`config.mk`:
```
export PLATFORM = sky130hd
export DESIGN_NAME = alu_muldiv_seq_flat
export DESIGN_NICKNAME = d
export VERILOG_FILES = /design/src/rtl/alu_muldiv_seq_pkg.sv /design/src/rtl/alu_muldiv_seq_if.sv /design/src/rtl/muldiv_sign_fix.sv /design/src/rtl/alu_muldiv_seq.sv /design/src/flat_wrapper.sv
export SDC_FILE = /design/constraint.sdc
export NUM_CORES = 1
export LEC_CHECK = 0
export BUFFER_PORTS_ARGS = -buffer_cell sky130_fd_sc_hd__buf_2
export CELL_PAD_IN_SITES_DETAIL_PLACEMENT = 2
export CELL_PAD_IN_SITES_GLOBAL_PLACEMENT = 2
export CORE_MARGIN = 2
export CORE_UTILIZATION = 23
export CTS_CLUSTER_DIAMETER = 50
export DETAILED_ROUTE_END_ITERATION = 8
export PLACE_DENSITY = 0.67
export SYNTH_ARGS = -nofsm -noshare
export SYNTH_HDL_FRONTEND = slang
export SYNTH_SLANG_ARGS = --single-unit
```
`constraint.sdc`:
```
create_clock -name clk -period 4.6 [get_ports clk]
set_clock_uncertainty 0.15 [all_clocks]
set_input_delay 0.92 -clock clk [delete_from_list [all_inputs] [get_ports clk]]
set_output_delay 0.92 -clock clk [all_outputs]
set_load 0.05 [all_outputs]
```
`src/rtl/alu_muldiv_seq_pkg.sv`:
```
// Shared encodings for the multiply/divide sequencer.
// Covers ALU op codes, MIPS mul/div op codes and the FSM state codes.
package alu_muldiv_seq_pkg;

  localparam int XLEN  = 32;
  localparam int CNT_W = 5;

  localparam logic [4:0] ALU_NOP = 5'b00000;
  localparam logic [4:0] ALU_ADD = 5'b00001;
  localparam logic [4:0] ALU_SUB = 5'b00010;

  typedef logic [1:0] md_op_t;

  localparam md_op_t MD_MULT  = 2'b00;
  localparam md_op_t MD_MULTU = 2'b01;
  localparam md_op_t MD_DIV   = 2'b10;
  localparam md_op_t MD_DIVU  = 2'b11;

  localparam logic [2:0] ST_IDLE = 3'd0;
  localparam logic [2:0] ST_PRE  = 3'd1;
  localparam logic [2:0] ST_ITER = 3'd2;
  localparam logic [2:0] ST_FIX  = 3'd3;
  localparam logic [2:0] ST_DONE = 3'd4;

  function automatic logic md_is_div(input md_op_t op);
    return op[1];
  endfunction

  function automatic logic md_is_signed(input md_op_t op);
    return ~op[0];
  endfunction

endpackage

```
`src/rtl/alu_muldiv_seq_if.sv`:
```
// Core-side request/result bus of the mul/div sequencer, including the
// borrowed ALU operand/result path.
interface alu_muldiv_seq_if;
  import alu_muldiv_seq_pkg::*;

  logic            start;
  md_op_t          op;
  logic [XLEN-1:0] rs;
  logic [XLEN-1:0] rt;
  logic            hilo_we;
  logic            hilo_sel;
  logic [XLEN-1:0] hilo_wd;
  logic [XLEN-1:0] alu_a;
  logic [XLEN-1:0] alu_b;
  logic [4:0]      alu_op;
  logic [XLEN-1:0] alu_c;
  logic            busy;
  logic            done;
  logic            div0;
  logic [XLEN-1:0] hi;
  logic [XLEN-1:0] lo;

  modport master (
    output start, op, rs, rt, hilo_we, hilo_sel, hilo_wd, alu_c,
    input  alu_a, alu_b, alu_op, busy, done, div0, hi, lo
  );

  modport slave (
    input  start, op, rs, rt, hilo_we, hilo_sel, hilo_wd, alu_c,
    output alu_a, alu_b, alu_op, busy, done, div0, hi, lo
  );

endinterface

```
`src/rtl/muldiv_sign_fix.sv`:
```
// Combinational magnitude and negation helpers for the signed mul/div path:
// operand magnitudes before iterating and result negation afterwards.
module muldiv_sign_fix
  import alu_muldiv_seq_pkg::*;
(
  input  logic              is_signed,
  input  logic [XLEN-1:0]   op_a,
  input  logic [XLEN-1:0]   op_b,
  output logic [XLEN-1:0]   mag_a,
  output logic [XLEN-1:0]   mag_b,
  input  logic [2*XLEN-1:0] wide,
  output logic [2*XLEN-1:0] wide_neg,
  output logic [XLEN-1:0]   hi_neg,
  output logic [XLEN-1:0]   lo_neg
);

  // 0x80000000 maps to itself, which is the correct unsigned magnitude.
  assign mag_a    = (is_signed && op_a[XLEN-1]) ? -op_a : op_a;
  assign mag_b    = (is_signed && op_b[XLEN-1]) ? -op_b : op_b;
  assign wide_neg = -wide;
  assign hi_neg   = -wide[2*XLEN-1:XLEN];
  assign lo_neg   = -wide[XLEN-1:0];

endmodule

```
`src/rtl/alu_muldiv_seq.sv`:
```
// Iterative MULT/MULTU/DIV/DIVU sequencer that borrows the shared ALU one
// step per clock and owns the architectural HI/LO registers.
//
// state | meaning
// IDLE  | waiting; accepts start or MTHI/MTLO writes
// PRE   | take operand magnitudes, record signs, clear acc/counter
// ITER  | one shift-add or restoring-subtract step per cycle, XLEN cycles
// FIX   | apply sign fixup / divide-by-zero result, write hi/lo
// DONE  | done pulse, hi/lo valid
module alu_muldiv_seq
  import alu_muldiv_seq_pkg::*;
(
  input  logic           clk,
  input  logic           rstn,
  alu_muldiv_seq_if.slave bus
);

  logic [2:0]       state;
  md_op_t           op_q;
  logic [XLEN-1:0]  rs_q;
  logic [XLEN-1:0]  rt_q;
  logic [XLEN-1:0]  m_q;    // multiplicand or divisor magnitude
  logic [XLEN-1:0]  q_q;    // multiplier (shifting out) or quotient (shifting in)
  logic [XLEN-1:0]  acc_q;  // product high half or remainder
  logic [CNT_W-1:0] cnt_q;
  logic             sign_q;
  logic             sign_r;
  logic             div0_q;
  logic [XLEN-1:0]  hi_q;
  logic [XLEN-1:0]  lo_q;

  logic             is_div;
  logic             is_signed;
  logic [XLEN-1:0]  rem_sh;
  logic             div_take;
  logic             carry;
  logic [XLEN-1:0]  alu_a_w;
  logic [XLEN-1:0]  alu_b_w;
  logic [4:0]       alu_op_w;

  logic [XLEN-1:0]   mag_rs;
  logic [XLEN-1:0]   mag_rt;
  logic [2*XLEN-1:0] prod_neg;
  logic [XLEN-1:0]   acc_neg;
  logic [XLEN-1:0]   q_neg;

  assign is_div    = md_is_div(op_q);
  assign is_signed = md_is_signed(op_q);
  assign rem_sh    = {acc_q[XLEN-2:0], q_q[XLEN-1]};
  assign div_take  = acc_q[XLEN-1] | (rem_sh >= m_q);
  assign carry     = (alu_op_w == ALU_ADD) && (bus.alu_c < alu_a_w);

  muldiv_sign_fix u_sign_fix (
    .is_signed (is_signed),
    .op_a      (rs_q),
    .op_b      (rt_q),
    .mag_a     (mag_rs),
    .mag_b     (mag_rt),
    .wide      ({acc_q, q_q}),
    .wide_neg  (prod_neg),
    .hi_neg    (acc_neg),
    .lo_neg    (q_neg)
  );

  always_comb begin
    alu_a_w  = '0;
    alu_b_w  = '0;
    alu_op_w = ALU_NOP;
    if (state == ST_ITER) begin
      alu_b_w = m_q;
      if (is_div) begin
        alu_a_w  = rem_sh;
        alu_op_w = ALU_SUB;
      end else begin
        alu_a_w  = acc_q;
        alu_op_w = q_q[0] ? ALU_ADD : ALU_NOP;
      end
    end
  end

  always_ff @(posedge clk or negedge rstn) begin
    if (!rstn) begin
      state  <= ST_IDLE;
      op_q   <= MD_MULT;
      rs_q   <= '0;
      rt_q   <= '0;
      m_q    <= '0;
      q_q    <= '0;
      acc_q  <= '0;
      cnt_q  <= '0;
      sign_q <= 1'b0;
      sign_r <= 1'b0;
      div0_q <= 1'b0;
      hi_q   <= '0;
      lo_q   <= '0;
    end else begin
      case (state)
        ST_IDLE: begin
          if (bus.start) begin
            op_q   <= bus.op;
            rs_q   <= bus.rs;
            rt_q   <= bus.rt;
            div0_q <= 1'b0;
            state  <= ST_PRE;
          end else if (bus.hilo_we) begin
            if (bus.hilo_sel) hi_q <= bus.hilo_wd;
            else              lo_q <= bus.hilo_wd;
          end
        end
        ST_PRE: begin
          m_q    <= is_div ? mag_rt : mag_rs;
          q_q    <= is_div ? mag_rs : mag_rt;
          acc_q  <= '0;
          cnt_q  <= '0;
          sign_q <= is_signed & (rs_q[XLEN-1] ^ rt_q[XLEN-1]);
          sign_r <= is_signed & rs_q[XLEN-1];
          div0_q <= is_div & (rt_q == '0);
          state  <= ST_ITER;
        end
        ST_ITER: begin
          if (is_div) begin
            acc_q <= div_take ? bus.alu_c : rem_sh;
            q_q   <= {q_q[XLEN-2:0], div_take};
          end else begin
            acc_q <= {carry, bus.alu_c[XLEN-1:1]};
            q_q   <= {bus.alu_c[0], q_q[XLEN-1:1]};
          end
          // Counter starts at 0 and wraps, so reaching 1 marks the XLEN-th step.
          cnt_q <= cnt_q - CNT_W'(1);
          if (cnt_q == CNT_W'(1)) state <= ST_FIX;
        end
        ST_FIX: begin
          if (!is_div) begin
            {hi_q, lo_q} <= sign_q ? prod_neg : {acc_q, q_q};
          end else if (div0_q) begin
            lo_q <= '1;
            hi_q <= rs_q;
          end else begin
            lo_q <= sign_q ? q_neg : q_q;
            hi_q <= sign_r ? acc_neg : acc_q;
          end
          state <= ST_DONE;
        end
        ST_DONE: state <= ST_IDLE;
        default: state <= ST_IDLE;
      endcase
    end
  end

  assign bus.alu_a  = alu_a_w;
  assign bus.alu_b  = alu_b_w;
  assign bus.alu_op = alu_op_w;
  assign bus.busy   = (state != ST_IDLE);
  assign bus.done   = (state == ST_DONE);
  assign bus.div0   = div0_q;
  assign bus.hi     = hi_q;
  assign bus.lo     = lo_q;

endmodule

```
`src/flat_wrapper.sv`:
```
// flat-port wrapper written by rule: the top's interface ports become plain ports
module alu_muldiv_seq_flat import alu_muldiv_seq_pkg::*;
  (clk, rstn, bus_start, bus_op, bus_rs, bus_rt, bus_hilo_we, bus_hilo_sel, bus_hilo_wd, bus_alu_c, bus_alu_a, bus_alu_b, bus_alu_op, bus_busy, bus_done, bus_div0, bus_hi, bus_lo);
  alu_muldiv_seq_if bus_i ();
  input  logic clk;
  input  logic rstn;
  input wire logic [$bits(bus_i.start)-1:0] bus_start;
  input wire logic [$bits(bus_i.op)-1:0] bus_op;
  input wire logic [$bits(bus_i.rs)-1:0] bus_rs;
  input wire logic [$bits(bus_i.rt)-1:0] bus_rt;
  input wire logic [$bits(bus_i.hilo_we)-1:0] bus_hilo_we;
  input wire logic [$bits(bus_i.hilo_sel)-1:0] bus_hilo_sel;
  input wire logic [$bits(bus_i.hilo_wd)-1:0] bus_hilo_wd;
  input wire logic [$bits(bus_i.alu_c)-1:0] bus_alu_c;
  output wire logic [$bits(bus_i.alu_a)-1:0] bus_alu_a;
  output wire logic [$bits(bus_i.alu_b)-1:0] bus_alu_b;
  output wire logic [$bits(bus_i.alu_op)-1:0] bus_alu_op;
  output wire logic [$bits(bus_i.busy)-1:0] bus_busy;
  output wire logic [$bits(bus_i.done)-1:0] bus_done;
  output wire logic [$bits(bus_i.div0)-1:0] bus_div0;
  output wire logic [$bits(bus_i.hi)-1:0] bus_hi;
  output wire logic [$bits(bus_i.lo)-1:0] bus_lo;
  assign bus_i.start = bus_start;
  assign bus_i.op = bus_op;
  assign bus_i.rs = bus_rs;
  assign bus_i.rt = bus_rt;
  assign bus_i.hilo_we = bus_hilo_we;
  assign bus_i.hilo_sel = bus_hilo_sel;
  assign bus_i.hilo_wd = bus_hilo_wd;
  assign bus_i.alu_c = bus_alu_c;
  assign bus_alu_a = bus_i.alu_a;
  assign bus_alu_b = bus_i.alu_b;
  assign bus_alu_op = bus_i.alu_op;
  assign bus_busy = bus_i.busy;
  assign bus_done = bus_i.done;
  assign bus_div0 = bus_i.div0;
  assign bus_hi = bus_i.hi;
  assign bus_lo = bus_i.lo;
  alu_muldiv_seq u_core (.clk(clk), .rstn(rstn), .bus(bus_i));
endmodule
```
==> results.py, run 1 <==
metrics = {
    "outcome": {
        "status": "completed",
    },
    "synth": {
        "synth_edf_count": 0,
        "async_flop_share": 1.00,
        "yosys_most_used_dff": "dfrtp_1",
        "yosysUniqueCellTypes": 75,
        "ys_seq_area_frac": 0.343,
        "synth_seq_cells": 237,
        "ys_warn_count": 0,
        "syn_area_um2": 17300,
        "avgSynthCellArea_um2": 8.33,
        "synthCells": 2074,
    },
    "drt": {
        "dr_wl_met3_um": 5680,
        "routed-wl-met2_um": 44300,
        "drtIter0Drc": 1336,
        "routed_via_density": 5.53,
        "wl_met1_um": 40900,
        "wire_per_inst_um": 28.7,
        "dr.max_layer_used": "met5",
        "finalWirelength_um": 93900,
        "via_count": 18100,
        "drc_errors": 0,
        "ant_nets": 0,
        "detail_route.first_pass.iterations": 5,
    },
    "worst_setup_path": {
        "path_depth": 4,
        "cp_top_family": "simple AND/OR/NAND/NOR gates",
        "arrival_ns": 2.92,
        "critPathRequiredTime_ns": 3.53,
        "r2r-end": "u_core.bus.hi[31]",
        "path_cells": "inv_1 > or3_4 > nor3_1 > buf_2",
        "critical_path.slowest_cell": "nor3_1",
        "path_class": "register to output port",
        "endpoint": "bus_alu_op[0]",
        "crit_fanout": 32,
        "reg2reg_depth": 6,
        "critPathMaxStageDelay_ns": 0.70,
        "cp_num_buf_inv": 2,
        "crit_path_start_kind": "register",
        "reg2reg_slack_ns": 0.91,
        "worstSetupEndpointType": "output port",
        "r2r-start": "u_core.q_q[4]",
        "cp-startpoint": "u_core.state[1]",
    },
    "die": {
        "dieHeight_um": 278,
        "dieArea_um2": 77300,
        "rows": 100,
        "io_pins": 271,
        "core_um2": 74400,
        "fp.dieW_um": 278,
        "initial_utilization": 0.232,
    },
    "placement": {
        "port_buffers": 267,
        "hpwl_um": 73300,
        "place_area_um2": 19700,
        "routabilityCongestion": 0.963,
    },
    "sta": {
        "finalCritPeriodShare": 0.868,
        "fin_crit_ns": 3.99,
        "hold_ws_ns": 0.243,
        "finalSetupViolations": 0,
        "drv_slew": 0,
        "rsz0062_at_grt": "false",
        "setup_tns_ns": 0,
        "hold_viol_final": 0,
        "max_clock_freq_ghz": 0.250,
        "tightest_slew_ns": 1.16,
        "slew_headroom": 0.226,
    },
    "cts": {
        "clkLatencyLatePin_ns": 0.58,
        "cts.repair.resized": 0,
        "cts_hold_buf": 0,
        "cts-root-buf": "clkbuf_16",
        "clock_path_buffers": 3,
        "cts-buffers-inserted": 44,
        "cts_tree": "yes",
        "htree_num_levels": 2,
        "cts.sinks": 237,
        "clk_pin_slew_ns": 0.06,
        "post_cts_buffers": 0,
    },
    "power_and_ir_drop": {
        "clkPwrFrac": 0.164,
        "comb_power_share": 0.584,
        "power_mw": 20.5,
        "sw_frac_of_total": 0.559,
        "p_per_area_nw_per_um2": 967,
        "power.leakage_nw": 9.00,
        "intPower_mw": 9.06,
        "p_sw_mw": 11.5,
        "ir_drop_uv": 356,
        "power_frac_seq": 0.252,
    },
    "final_layout": {
        "area_delta_synth_final_pct": 22.9,
        "drive_gt1_frac": 0.225,
        "fillers": 8442,
        "fin_area_um2": 21200,
        "nNetsFinal": 2477,
        "regArea_um2": 5930,
        "fin_util": 0.285,
        "multi_input_area_um2": 10400,
    },
    "global_routing": {
        "grt_overflow": 0,
        "antenna_found_initial": 3,
        "grt_pass1_vias": 19200,
        "grt_pass1_wl_um": 137000,
        "grtUsageTotal": 0.238,
        "grt_max_degree": 104,
    },
    "min_path": {
        "hold_class": "primary input to async pin",
    },
    "run": {
        "cap_violations": 0,
    },
}
[layout by cell type, fill, tap and decap left out, types with 10 or more instances in the layout]
cell type    n
buf_2      266
or3_1       39
nand2b_1    10
nand4_1     14
a21oi_1    101
clkbuf_16   45
o21ai_1     25
nor4_1      16
o21ai_0    137
a31oi_1     77
or4_1       30
o221ai_1    54
dfrtp_1    236
xnor2_1     74
nand2_1    189
ha_1        69
mux2_2      87
xor2_1      46
nor3_1      29
o31ai_1     41
o41ai_1     24
mux2i_1     42
a21o_1      12
nor2_1     198
inv_1       87
o211ai_1    15
o22ai_1     34
nand3_1     69
buf_4       62
[area by class of cell]
type                    instances  share of cell area
diodes                          1            0.000118
clock buffers                  56              0.0574
clock inverters                23              0.0126
inverters                      89              0.0157
multi-input cells            1568               0.488
flip-flops and latches        237               0.280
well taps                     969              0.0571
repair buffers                333              0.0891
[Yosys cell counts, drive strengths merged, types with 4 or more instances]
cell     count  share of area
o2111ai      4         0.0020
and4         6         0.0030
a21oi      102          0.030
mux2        88          0.057
a41oi        6         0.0030
a31oi       77          0.028
o21a         4         0.0017
xnor2       74          0.038
nor3        29         0.0084
nor4        16         0.0058
dfrtp      237           0.34
nor2b        6         0.0022
mux2i       42          0.024
o21ai      163          0.047
inv         88          0.019
nand2b      10         0.0036
and2         6         0.0022
ha          69          0.050
or3         41          0.015
o31ai       42          0.018
or4         34          0.016
a211oi       8         0.0035
or2          6         0.0022
o311ai       4         0.0020
o22ai       34          0.012
nand3       70          0.020
o211ai      15         0.0065
a211o        4         0.0020
nand2      189          0.041
o41ai       24          0.012
a221o        6         0.0035
nor2       200          0.043
a21o        12         0.0052
o31a         4         0.0020
clkbuf     157          0.034
xor2        46          0.023
o221ai      54          0.027
a221oi       9         0.0046
and3         8         0.0029
nand4       14         0.0051
buf         25         0.0072
a22oi        5         0.0022
[power by group through the flow]
| stage | clock (mW) | sequential [mW] | combinational, mW |
|---|---|---|---|
| finish | 3.36 | 5.18 | 12.0 |
| floorplan | 0 | 4.85 | 7.31 |
| global route | 3.49 | 5.29 | 12.9 |
| detailed placement | 0 | 5.15 | 11.9 |
| global placement | 0 | 5.08 | 11.5 |
| CTS | 3.41 | 5.12 | 12.0 |
[cell families (layout without fill, tap and decap cells)]
| family | after synthesis | count (layout) | share of synthesized area |
|---|---|---|---|
| adder cells (fa/ha/maj) | 69 | 69 | 0.0500 |
| buffers and inverters | 271 | 501 | 0.0606 |
| XOR/XNOR | 120 | 120 | 0.0609 |
| flip-flops | 237 | 237 | 0.343 |
| AND/OR/NAND/NOR | 651 | 651 | 0.179 |
| multiplexers | 130 | 130 | 0.0817 |
| other | 1 | 4 | 0.000217 |
| AO/OA/AOI/OAI | 595 | 595 | 0.224 |
[flip-flops by register name, summed over array words and instances, names as in the netlist, 5 cells and up]
signal / flops
u_core.m_q: 32
u_core.acc_q: 32
u_core.rs_q: 32
u_core.rt_q: 32
u_core.cnt_q: 5
u_core.bus.hi: 32
u_core.bus.lo: 32
u_core.q_q: 32
[per-stage QoR]
step,setup slack [ns],std cells
3_5_place_dp,0.947,3196
5_1_grt,0.558,3275
6_report,0.606,3276
4_1_cts,0.549,3275
3_3_place_gp,1.02,3196
2_1_floorplan,1.16,2076
[metal layers]
| metal | global-route usage | up-vias |
|---|---|---|
| li1 | - | 8003 |
| met1 | 0.314 | 9387 |
| met4 | 0.0757 | 4 |
| met5 | 0 | - |
| met2 | 0.395 | 575 |
| met3 | 0.0409 | 151 |
[worst min path at each step]
stage / to / cells after the start
after CTS: u_core.rt_q[24] / 1
after detailed placement: u_core.bus.lo[9] / 2
final: u_core.rt_q[23] / 1
after global routing: u_core.rt_q[23] / 1
after global placement: u_core.bus.lo[6] / 2
after floorplan: u_core.m_q[2] / 2
No activity file was read; power rests on OpenSTA's default activity.
==> run 2: changes to the inputs <==
==> constraint.sdc (replaced) <==
create_clock -name clk -period 4.4 [get_ports clk]
set_clock_uncertainty 0.15 [all_clocks]
set_input_delay 0.88 -clock clk [delete_from_list [all_inputs] [get_ports clk]]
set_output_delay 0.88 -clock clk [all_outputs]
set_load 0.05 [all_outputs]
==> run 2 against run 1 <==
Compared with the run above: combinational power increased by 5%; critical path depth increased by 2; clock power is essentially flat; total power increased by 4.1%; routed wire length is 0.82% higher; final area about the same; global-route usage increased by 0.24 points; worst hold slack worse by 0.10 ns; largest power group unchanged.
==> results.py, run 2 (synthesis results as in run 1) <==
metrics = {
    "worst_setup_path": {
        "critPathMaxStageDelay_ns": 0.62,
        "path_cells": "inv_1 > or3_4 > buf_4 > nor3_1 > buf_4 > buf_2",
        "crit_path_start_kind": "register",
        "critical_path.slowest_cell": "or3_4",
        "cp_top_family": "buffers and inverters",
        "cp_num_buf_inv": 4,
        "cp_common_cell": "buf_4",
        "crit_fanout": 39,
        "critPathRequiredTime_ns": 3.37,
        "worstSetupEndpointType": "output port",
        "arrival_ns": 2.79,
        "reg2reg_slack_ns": 0.64,
        "path_class": "register to output port",
    },
    "final_layout": {
        "layout_common_cells": "266 x buf_2, 236 x dfrtp_1, 198 x nor2_1",
        "area_delta_synth_final_pct": 22.9,
        "fin_util": 0.285,
        "fillers": 8418,
        "nNetsFinal": 2483,
        "layout_commonest_cell": "buf_2",
        "drive_gt1_frac": 0.228,
    },
    "cts": {
        "cts_hold_buf": 0,
        "clk_pin_slew_ns": 0.06,
        "clock_path_buffers": 3,
        "cts.sinks": 237,
        "post_cts_buffers": 0,
        "cts.repair.resized": 0,
        "cts-root-buf": "clkbuf_16",
        "cts-buffers-inserted": 41,
        "cts_tree": "yes",
        "htree_num_levels": 2,
        "clkLatencyLatePin_ns": 0.57,
    },
    "sta": {
        "setup_tns_ns": 0,
        "slew_headroom": 0.223,
        "finalSetupViolations": 0,
        "max_clock_freq_ghz": 0.261,
        "fin_crit_ns": 3.82,
        "rsz0062_at_grt": "false",
        "drv_slew": 0,
        "finalCritPeriodShare": 0.869,
        "tightest_slew_ns": 1.16,
        "hold_ws_ns": 0.143,
        "hold_viol_final": 0,
    },
    "drt": {
        "wire_per_inst_um": 28.9,
        "drtIter0Drc": 1201,
        "detail_route.first_pass.iterations": 5,
        "routed_via_density": 5.57,
        "drc_errors": 0,
        "ant_nets": 0,
        "finalWirelength_um": 94700,
        "via_count": 18300,
    },
    "outcome": {
        "status": "completed",
    },
    "die": {
        "dieHeight_um": 278,
        "dieArea_um2": 77300,
        "initial_utilization": 0.232,
        "rows": 100,
        "io_pins": 271,
        "core_um2": 74400,
        "fp.dieW_um": 278,
    },
    "placement": {
        "hpwl_um": 73800,
        "port_buffers": 267,
        "routabilityCongestion": 0.929,
    },
    "global_routing": {
        "antenna_found_initial": 6,
        "grt_max_degree": 94,
        "grt_overflow": 0,
        "grtUsageTotal": 0.240,
        "grt_pass1_wl_um": 138000,
        "grt_pass1_vias": 19600,
    },
    "power_and_ir_drop": {
        "ir_drop_uv": 360,
        "p_per_area_nw_per_um2": 1010,
        "power.leakage_nw": 9.00,
    },
    "run": {
        "cap_violations": 0,
    },
    "min_path": {
        "hold_class": "primary input to async pin",
    },
}
==> run 2: per-layer routing <==
layer | routed length (um) | GRT usage | up-vias
met5 | 13 | 0 | -
li1 | - | - | 8018
met3 | 4960 | 0.0316 | 150
met1 | 41600 | 0.320 | 9452
met4 | 3900 | 0.0909 | 2
met2 | 44200 | 0.395 | 637
==> run 2: final timing paths <==
| path | start | to | cells past startpoint |
|---|---|---|---|
| min reg2reg | u_core.bus.lo[7] | u_core.bus.lo[7] | 2 |
| max in group asynchronous | rstn | u_core.acc_q[23] | 2 |
| min | rstn | u_core.rt_q[18] | 1 |
| max reg2reg | u_core.q_q[24] | u_core.bus.hi[0] | 6 |
| max | u_core.state[1] | bus_alu_op[0] | 6 |
| min in group clk | u_core.bus.lo[7] | u_core.bus.lo[7] | 2 |
==> run 2: cell type report <==
class,count,area [um2],share of cell area
clock inverter,24,280,0.0132
inverter,89,334,0.0157
tap,969,1210,0.0571
multi-input combinational,1568,10400,0.488
clock buffer,50,1130,0.0534
timing repair buffer,342,1960,0.0923
sequential,237,5930,0.280
antenna,1,2.50,0.000118
==> run 2: worst reg2reg max path: cells and delay by family, from the launching register on <==
kind             cells  cell delay (ns)
AND/OR/NAND/NOR      5             2.87
flip-flops           1             0.45
AO/OA/AOI/OAI        1             0.16
==> run 2: per-stage QoR <==
step	setup WS (ns)	std cells	total power [mW]	cell area, um2
2_1_floorplan	0.964	2076	12.7	17300
3_3_place_gp	0.751	3205	17.4	19800
3_5_place_dp	0.738	3205	17.9	19800
4_1_cts	0.533	3279	21.3	21200
5_1_grt	0.419	3279	22.5	21200
6_report	0.575	3280	21.4	21200
==> run 2: report_power, final <==
part           leakage, nW  internal [mW]  switching (mW)  total (mW)
Sequential            2.89           3.27            2.08        5.36
Combinational         5.44           4.01            8.62        12.6
Clock                0.667           2.09            1.27        3.36
